===== src/rtl/punc_control.sv =====
// PUNC control unit: FETCH/DECODE/EXEC/EXEC2/HALT sequencer. All datapath
// strobes and selects are decoded combinationally from the state and the IR.
module punc_control (
    input  logic        clk,
    input  logic        rst,
    input  logic [15:0] ir,
    input  logic        n,
    input  logic        z,
    input  logic        p,
    output logic        mem_w_en,
    output logic [1:0]  mem_w_addr_sel,
    output logic        mem_w_data_sel,
    output logic [1:0]  mem_r_addr_sel,
    output logic        rf_w_en,
    output logic        rf_r0_addr_sel,
    output logic        rf_r1_addr_sel,
    output logic [1:0]  rf_w_data_sel,
    output logic        rf_w_addr_sel,
    output logic        ir_ld,
    output logic        pc_ld,
    output logic        pc_clr,
    output logic        pc_inc,
    output logic [1:0]  pc_ld_data_sel,
    output logic [2:0]  alu_sel,
    output logic        cond_ld,
    output logic        cond_ld_data_sel,
    output logic        ldi_reg_ld,
    output logic        halted
);

    typedef enum logic [2:0] {
        S_FETCH  = 3'd0,
        S_DECODE = 3'd1,
        S_EXEC   = 3'd2,
        S_EXEC2  = 3'd3,
        S_HALT   = 3'd4
    } state_t;

    localparam logic [3:0] OP_BR   = 4'b0000;
    localparam logic [3:0] OP_ADD  = 4'b0001;
    localparam logic [3:0] OP_LD   = 4'b0010;
    localparam logic [3:0] OP_ST   = 4'b0011;
    localparam logic [3:0] OP_JSR  = 4'b0100;
    localparam logic [3:0] OP_AND  = 4'b0101;
    localparam logic [3:0] OP_LDR  = 4'b0110;
    localparam logic [3:0] OP_STR  = 4'b0111;
    localparam logic [3:0] OP_NOT  = 4'b1001;
    localparam logic [3:0] OP_LDI  = 4'b1010;
    localparam logic [3:0] OP_STI  = 4'b1011;
    localparam logic [3:0] OP_JMP  = 4'b1100;
    localparam logic [3:0] OP_LEA  = 4'b1110;
    localparam logic [3:0] OP_HALT = 4'b1111;

    localparam logic [2:0] ALU_ADD   = 3'd0;
    localparam logic [2:0] ALU_ADD_I = 3'd1;
    localparam logic [2:0] ALU_NOT   = 3'd2;
    localparam logic [2:0] ALU_AND   = 3'd3;
    localparam logic [2:0] ALU_AND_I = 3'd4;

    state_t     state_q, state_d;
    logic [3:0] opcode;
    logic       br_taken;
    logic       unused_ir;

    assign opcode    = ir[15:12];
    assign br_taken  = (n & ir[11]) | (z & ir[10]) | (p & ir[9]);
    assign unused_ir = ^{ir[8:6], ir[4:0]};

    always_ff @(posedge clk) begin
        if (rst) state_q <= S_FETCH;
        else     state_q <= state_d;
    end

    always_comb begin
        state_d          = state_q;
        mem_w_en         = 1'b0;
        mem_w_addr_sel   = 2'd0;
        mem_w_data_sel   = 1'b0;
        mem_r_addr_sel   = 2'd0;
        rf_w_en          = 1'b0;
        rf_r0_addr_sel   = 1'b0;
        rf_r1_addr_sel   = 1'b0;
        rf_w_data_sel    = 2'd0;
        rf_w_addr_sel    = 1'b0;
        ir_ld            = 1'b0;
        pc_ld            = 1'b0;
        pc_clr           = 1'b0;
        pc_inc           = 1'b0;
        pc_ld_data_sel   = 2'd0;
        alu_sel          = 3'd0;
        cond_ld          = 1'b0;
        cond_ld_data_sel = 1'b0;
        ldi_reg_ld       = 1'b0;
        halted           = 1'b0;

        // Reset dominates every state, so an in-flight write is dropped.
        if (rst) begin
            pc_clr  = 1'b1;
            state_d = S_FETCH;
        end else begin
            case (state_q)
                S_FETCH: begin
                    ir_ld   = 1'b1;
                    pc_inc  = 1'b1;
                    state_d = S_DECODE;
                end
                S_DECODE: begin
                    state_d = (opcode == OP_HALT) ? S_HALT : S_EXEC;
                end
                S_EXEC: begin
                    state_d = (opcode == OP_LDI) ? S_EXEC2 : S_FETCH;
                    case (opcode)
                        OP_ADD, OP_AND, OP_NOT: begin
                            if (opcode == OP_NOT)      alu_sel = ALU_NOT;
                            else if (opcode == OP_ADD) alu_sel = ir[5] ? ALU_ADD_I : ALU_ADD;
                            else                       alu_sel = ir[5] ? ALU_AND_I : ALU_AND;
                            rf_w_en = 1'b1;
                            cond_ld = 1'b1;
                        end
                        OP_LD, OP_LDR: begin
                            mem_r_addr_sel   = (opcode == OP_LD) ? 2'd1 : 2'd2;
                            rf_w_en          = 1'b1;
                            rf_w_data_sel    = 2'd1;
                            cond_ld          = 1'b1;
                            cond_ld_data_sel = 1'b1;
                        end
                        OP_LDI: begin
                            mem_r_addr_sel = 2'd1;
                            ldi_reg_ld     = 1'b1;
                        end
                        OP_LEA: begin
                            rf_w_en          = 1'b1;
                            rf_w_data_sel    = 2'd3;
                            cond_ld          = 1'b1;
                            cond_ld_data_sel = 1'b1;
                        end
                        OP_ST: begin
                            mem_w_en       = 1'b1;
                            rf_r0_addr_sel = 1'b1;
                        end
                        OP_STR: begin
                            mem_w_en       = 1'b1;
                            mem_w_addr_sel = 2'd1;
                            rf_r0_addr_sel = 1'b1;
                            rf_r1_addr_sel = 1'b1;
                        end
                        OP_STI: begin
                            // Pointer fetch and store happen together: write address is mem read data.
                            mem_r_addr_sel = 2'd1;
                            mem_w_en       = 1'b1;
                            mem_w_addr_sel = 2'd2;
                            rf_r0_addr_sel = 1'b1;
                        end
                        OP_BR: begin
                            pc_ld = br_taken;
                        end
                        OP_JMP: begin
                            pc_ld          = 1'b1;
                            pc_ld_data_sel = 2'd1;
                        end
                        OP_JSR: begin
                            rf_w_en        = 1'b1;
                            rf_w_addr_sel  = 1'b1;
                            rf_w_data_sel  = 2'd2;
                            pc_ld          = 1'b1;
                            pc_ld_data_sel = ir[11] ? 2'd2 : 2'd1;
                        end
                        default: ;
                    endcase
                end
                S_EXEC2: begin
                    mem_r_addr_sel   = 2'd3;
                    rf_w_en          = 1'b1;
                    rf_w_data_sel    = 2'd1;
                    cond_ld          = 1'b1;
                    cond_ld_data_sel = 1'b1;
                    state_d          = S_FETCH;
                end
                S_HALT: begin
                    halted = 1'b1;
                end
                default: state_d = S_FETCH;
            endcase
        end
    end

endmodule


===== config.mk =====
export PLATFORM = sky130hd
export DESIGN_NAME = punc_control
export DESIGN_NICKNAME = d
export VERILOG_FILES = /design/src/rtl/punc_control.sv
export SDC_FILE = /design/constraint.sdc
export NUM_CORES = 1
export LEC_CHECK = 0
export CORE_UTILIZATION = 33
export CTS_BUF_LIST = sky130_fd_sc_hd__clkbuf_4 sky130_fd_sc_hd__clkbuf_8
export DETAILED_ROUTE_END_ITERATION = 8
export PLACE_DENSITY = 0.82
export RECOVER_POWER = 50
export SYNTH_ARGS = -nofsm -noshare
export SYNTH_HDL_FRONTEND = slang
export SYNTH_SLANG_ARGS = --single-unit

===== constraint.sdc =====
create_clock -name clk -period 3.4 [get_ports clk]
set_clock_uncertainty 0.05 [all_clocks]
set_input_delay 1.02 -clock clk [delete_from_list [all_inputs] [get_ports clk]]
set_output_delay 1.02 -clock clk [all_outputs]
set_load 0.05 [all_outputs]

==> results.cfg <==
[die]
die_w_um = 43.22
start_util = 0.3636
die_area_sq_um = 1868
die-height_um = 43.22
rows = 14
num_io_pins = 46
core_sq_um = 1541

[critical_path]
cp_slowest_stage_delay_ns = 0.27
worstSetupPathType = input pin to primary output
cp_cell_sequence = buf_6, nand2b_4, buf_4, buf_4, buf_4, a22o_1, a21oi_2, buf_12
startpoint_type = input pin
endpoint_kind = primary output
cp_slowest_cell = a22o_1
critPathMaxFanout = 4
cp_common_cell = buf_4
cp_data_arrival_time_ns = 2.31
crit_required_ns = 2.33

[timing]
rsz0062_at_grt = true
fin_setup_tns_ns = 0
layout_min_cycle_time_ns = 3.376
final_hold_viol_count = 0
max_slew_margin = 0.6172
setup_viol = 0
max_clock_freq_mhz = 296.2
drv_slew = 0
tightest_slew_ns = 0.5734
period_share = 0.9930

[placed_design]
place_hpwl_um = 1521
dp_cells = 132
io_buffers = 36
placed_area_sq_um = 1276
place_congestion = 0.8175

[cells_and_area]
nFillCells = 55
largest_register_ffs = 3
top_regs = state_q x3
final_cell_count_no_fill = 138
final_layout_size_suffix_gt1_frac = 0.5820
nets = 146
largest_register = state_q
area_growth_pct = 152.5
final_area_sq_um = 1415
antenna_cells = 0
fin_util = 0.9180

[synth]
ys.flop_type = dfxtp_1
ys_seq_area_frac = 0.1071
synth_top_area_cell = dfxtp_1
synthCells = 80
yosysWarnings = 0
synth_area_leaders = dfxtp_1 (11%), nand2b_1 (8.9%), buf_4 (6.7%), a21oi_1 (5.4%), nor2_1 (4.7%)
yosysMostFrequentCell = nand2b_1
syn_nets = 103
synth-seq-cells = 3
synthArstFlopShare = 0
syn-cell-area_sq_um = 560.5
synth_top_area_frac = 0.1071
ys_top_cells_by_count = nand2b_1 (8), nor2_1 (7), a21oi_1 (6), buf_4 (5)
synth_edf_count = 0
ys_types = 36
avgSynthCellArea_sq_um = 7.007

[grt]
antenna_found_initial = 0
overflow = 0
grt_usage = 0.3267
grt_pass1_vias = 817
grt_max_degree = 17
grt_pass1_wl_um = 4464

[power_and_ir_drop]
power_density_nw_per_um2 = 183.3
vdd_drop_max_mv = 0.2380
p_leak_nw = 0.5352

[cts]
cts-htree-levels = 1
clock_latency_ns = 0.24
clk_pin_slew_ns = 0.04
cts_buffers = 3
cts_buffer_depth = 2
cts_tree = yes
clock_sinks = 3
root_buffer = clkbuf_4

[hold_path]
holdCritPathClass = flop to flop

[detailed_routing]
drc_errors = 0
vias = 812
wl_per_cell_um = 19.98
detail-route-antenna-nets = 0
initialDrtViolationCount = 21
via_per_inst = 5.884
wl_um = 2757
first_pass_iters = 4

[outcome]
status = complete, no violations

[job]
drv_cap = 0
==> per-layer routing <==
metal,vias up,wire [um],GRT usage
li1,366,-,-
met1,394,1061,0.3903
met2,44,1495,0.5731
met3,8,132,0.03404
met4,0,68,0.1515
met5,-,0,0
==> worst max-delay path: cells and delay by family <==
kind            cells  cell delay [ns]
simple gates        1             0.14
buf+inv             5             0.67
compound gates      2             0.48
==> final timing paths <==
kind                                 start    endpoint  slack, ns  depth (start not counted)
worst max-delay path                ir[13]     cond_ld       0.02                          8
worst min-delay path            state_q[2]  state_q[1]       0.55                          1
worst max register to register  state_q[0]  state_q[1]       1.97                          3
worst min register to register  state_q[2]  state_q[1]       0.55                          1
==> kinds of logic (layout without fill, tap and decap cells) <==
family          count (synthesis)  count (layout)  synth area share
simple gates                   40              40            0.4732
compound gates                 16              16            0.1897
buf+inv                        16              58            0.1473
flops                           3               3            0.1071
fa+ha+maj                       2               2           0.04464
xor+xnor                        2               2           0.03126
other cells                     1               1          0.006690
==> where the power goes <==
| part | switching (mW) | internal [mW] |
|---|---|---|
| registers | 0.00813 | 0.0377 |
| clock network | 0.0202 | 0.0520 |
| logic | 0.0772 | 0.0640 |
| total | 0.106 | 0.154 |
==> repair_timing <==
item	in CTS	in global routing
hold buffers	0	0
gates resized for setup	31	3
setup endpoints to repair	20	8
buffers inserted	1	1
pin swaps	7	5
==> final cells by class <==
cell class                      count  area (sq um)  share of cell area
Inverter                            4         15.01             0.01061
Multi-Input combinational cell     61         584.3              0.4129
Clock buffer                        4         30.03             0.02122
Tap cell                           16         20.02             0.01415
Timing Repair Buffer               50         705.7              0.4987
Sequential cell                     3         60.06             0.04244
==> cells in the final DEF (no fill, tap or decap), types with 2 or more instances in the layout <==
cell type and count:
a21oi_1 4, a21oi_2 2, buf_12 24, buf_4 13, buf_6 3, clkbuf_4 4, clkdlybuf4s50_1 7, dfxtp_1 3
inv_1 4, nand2_1 2, nand2b_1 6, nor2_1 2, nor2_2 4, nor2b_1 2, nor3_4 2, nor4_4 4
o21ai_0 2, or2b_1 2
==> through the flow <==
step	worst slack (ns)	total power, mW	hold slack [ns]
2_1_floorplan	-0.5352	0.1118	0.4567
3_3_place_gp	-0.4526	0.1637	0.5055
3_5_place_dp	-0.5195	0.1671	0.5227
4_1_cts	-0.05977	0.2474	0.5354
5_1_grt	0.0002796	0.2686	0.5909
6_report	0.02394	0.2594	0.5511
Power figures use the tool's default switching activity.
==> RTL change (config.mk and constraints unchanged) <==
Put a register stage on the output `rf_w_addr_sel`, cleared by the reset. The value now appears one clock later. The other outputs are not delayed to match.
--- a/src/rtl/punc_control.sv
+++ b/src/rtl/punc_control.sv
@@ -57,6 +57,8 @@
     localparam logic [2:0] ALU_AND   = 3'd3;
     localparam logic [2:0] ALU_AND_I = 3'd4;
 
+    logic rf_w_addr_sel_d;
+
     state_t     state_q, state_d;
     logic [3:0] opcode;
     logic       br_taken;
@@ -81,7 +83,7 @@
         rf_r0_addr_sel   = 1'b0;
         rf_r1_addr_sel   = 1'b0;
         rf_w_data_sel    = 2'd0;
-        rf_w_addr_sel    = 1'b0;
+        rf_w_addr_sel_d  = 1'b0;
         ir_ld            = 1'b0;
         pc_ld            = 1'b0;
         pc_clr           = 1'b0;
@@ -160,7 +162,7 @@
                         end
                         OP_JSR: begin
                             rf_w_en        = 1'b1;
-                            rf_w_addr_sel  = 1'b1;
+                            rf_w_addr_sel_d = 1'b1;
                             rf_w_data_sel  = 2'd2;
                             pc_ld          = 1'b1;
                             pc_ld_data_sel = ir[11] ? 2'd2 : 2'd1;
@@ -184,5 +186,13 @@
         end
     end
 
+    always_ff @(posedge clk) begin
+        if (rst) begin
+            rf_w_addr_sel <= '0;
+        end else begin
+            rf_w_addr_sel <= rf_w_addr_sel_d;
+        end
+    end
+
 endmodule
 
Formal check against the unedited RTL: not equivalent (a bounded check fails within 4 cycles, from zero or initial values and one cycle with rst high).
==> RTL change against the unedited design <==
The flow now stops in clock tree synthesis (4_1_cts); area after synthesis increased by 2.5%.
==> RTL change: results <==
set metrics [dict create \
    cts_made_buffers 3 \
    hpwlAfterDp_mm 1.85 \
    pre_cts_ws_ns -0.522 \
    error "[ERROR DPL-0038] Utilization greater than 100%, impossible to legalize" \
    yosys_most_used_dff "dfxtp_1" \
    synth_cell_type_count 37 \
    status "aborted with a tool error" \
    synth.yosys.warnings 0 \
    syn_nets 100 \
    gp_congestion 0.782 \
    clock-sinks 4 \
    cts-root-buf "clkbuf_4" \
    ys_top_cells_by_count "buf_4, inv_1, nor2_1" \
    synth_area_leaders "dfxtp_1, buf_4, nor4_1" \
    post-cts-setup-buffers 17 \
    synthArstFlopShare 0 \
    failing_step "clock tree synthesis (4_1_cts)" \
    cts-resized-gates 37 \
    h-tree-depth 1 \
    io_buffers 36 \
    cts_buffer_depth 2 \
    synth-seq-area-share 0.139 \
]
RTL change: kinds of logic after synthesis:
family                     share of synthesized area
and+or+nand+nor                                0.429
xor gates and xnor gates                      0.0153
AOI/OAI and AO/OA                              0.176
buffers and inverters                          0.190
DFF                                            0.139
other                                        0.00653
adders and majority gates                     0.0436
RTL change: stage by stage:
stage / setup TNS (ns) / utilization / area (um2) / hold slack (ns) / cells
3_5_place_dp: -6.63 / 0.831 / 1290 / 0.553 / 135
2_1_floorplan: -1.69 / - / 666 / 0.458 / 77
3_3_place_gp: -5.95 / 0.831 / 1290 / 0.499 / 135
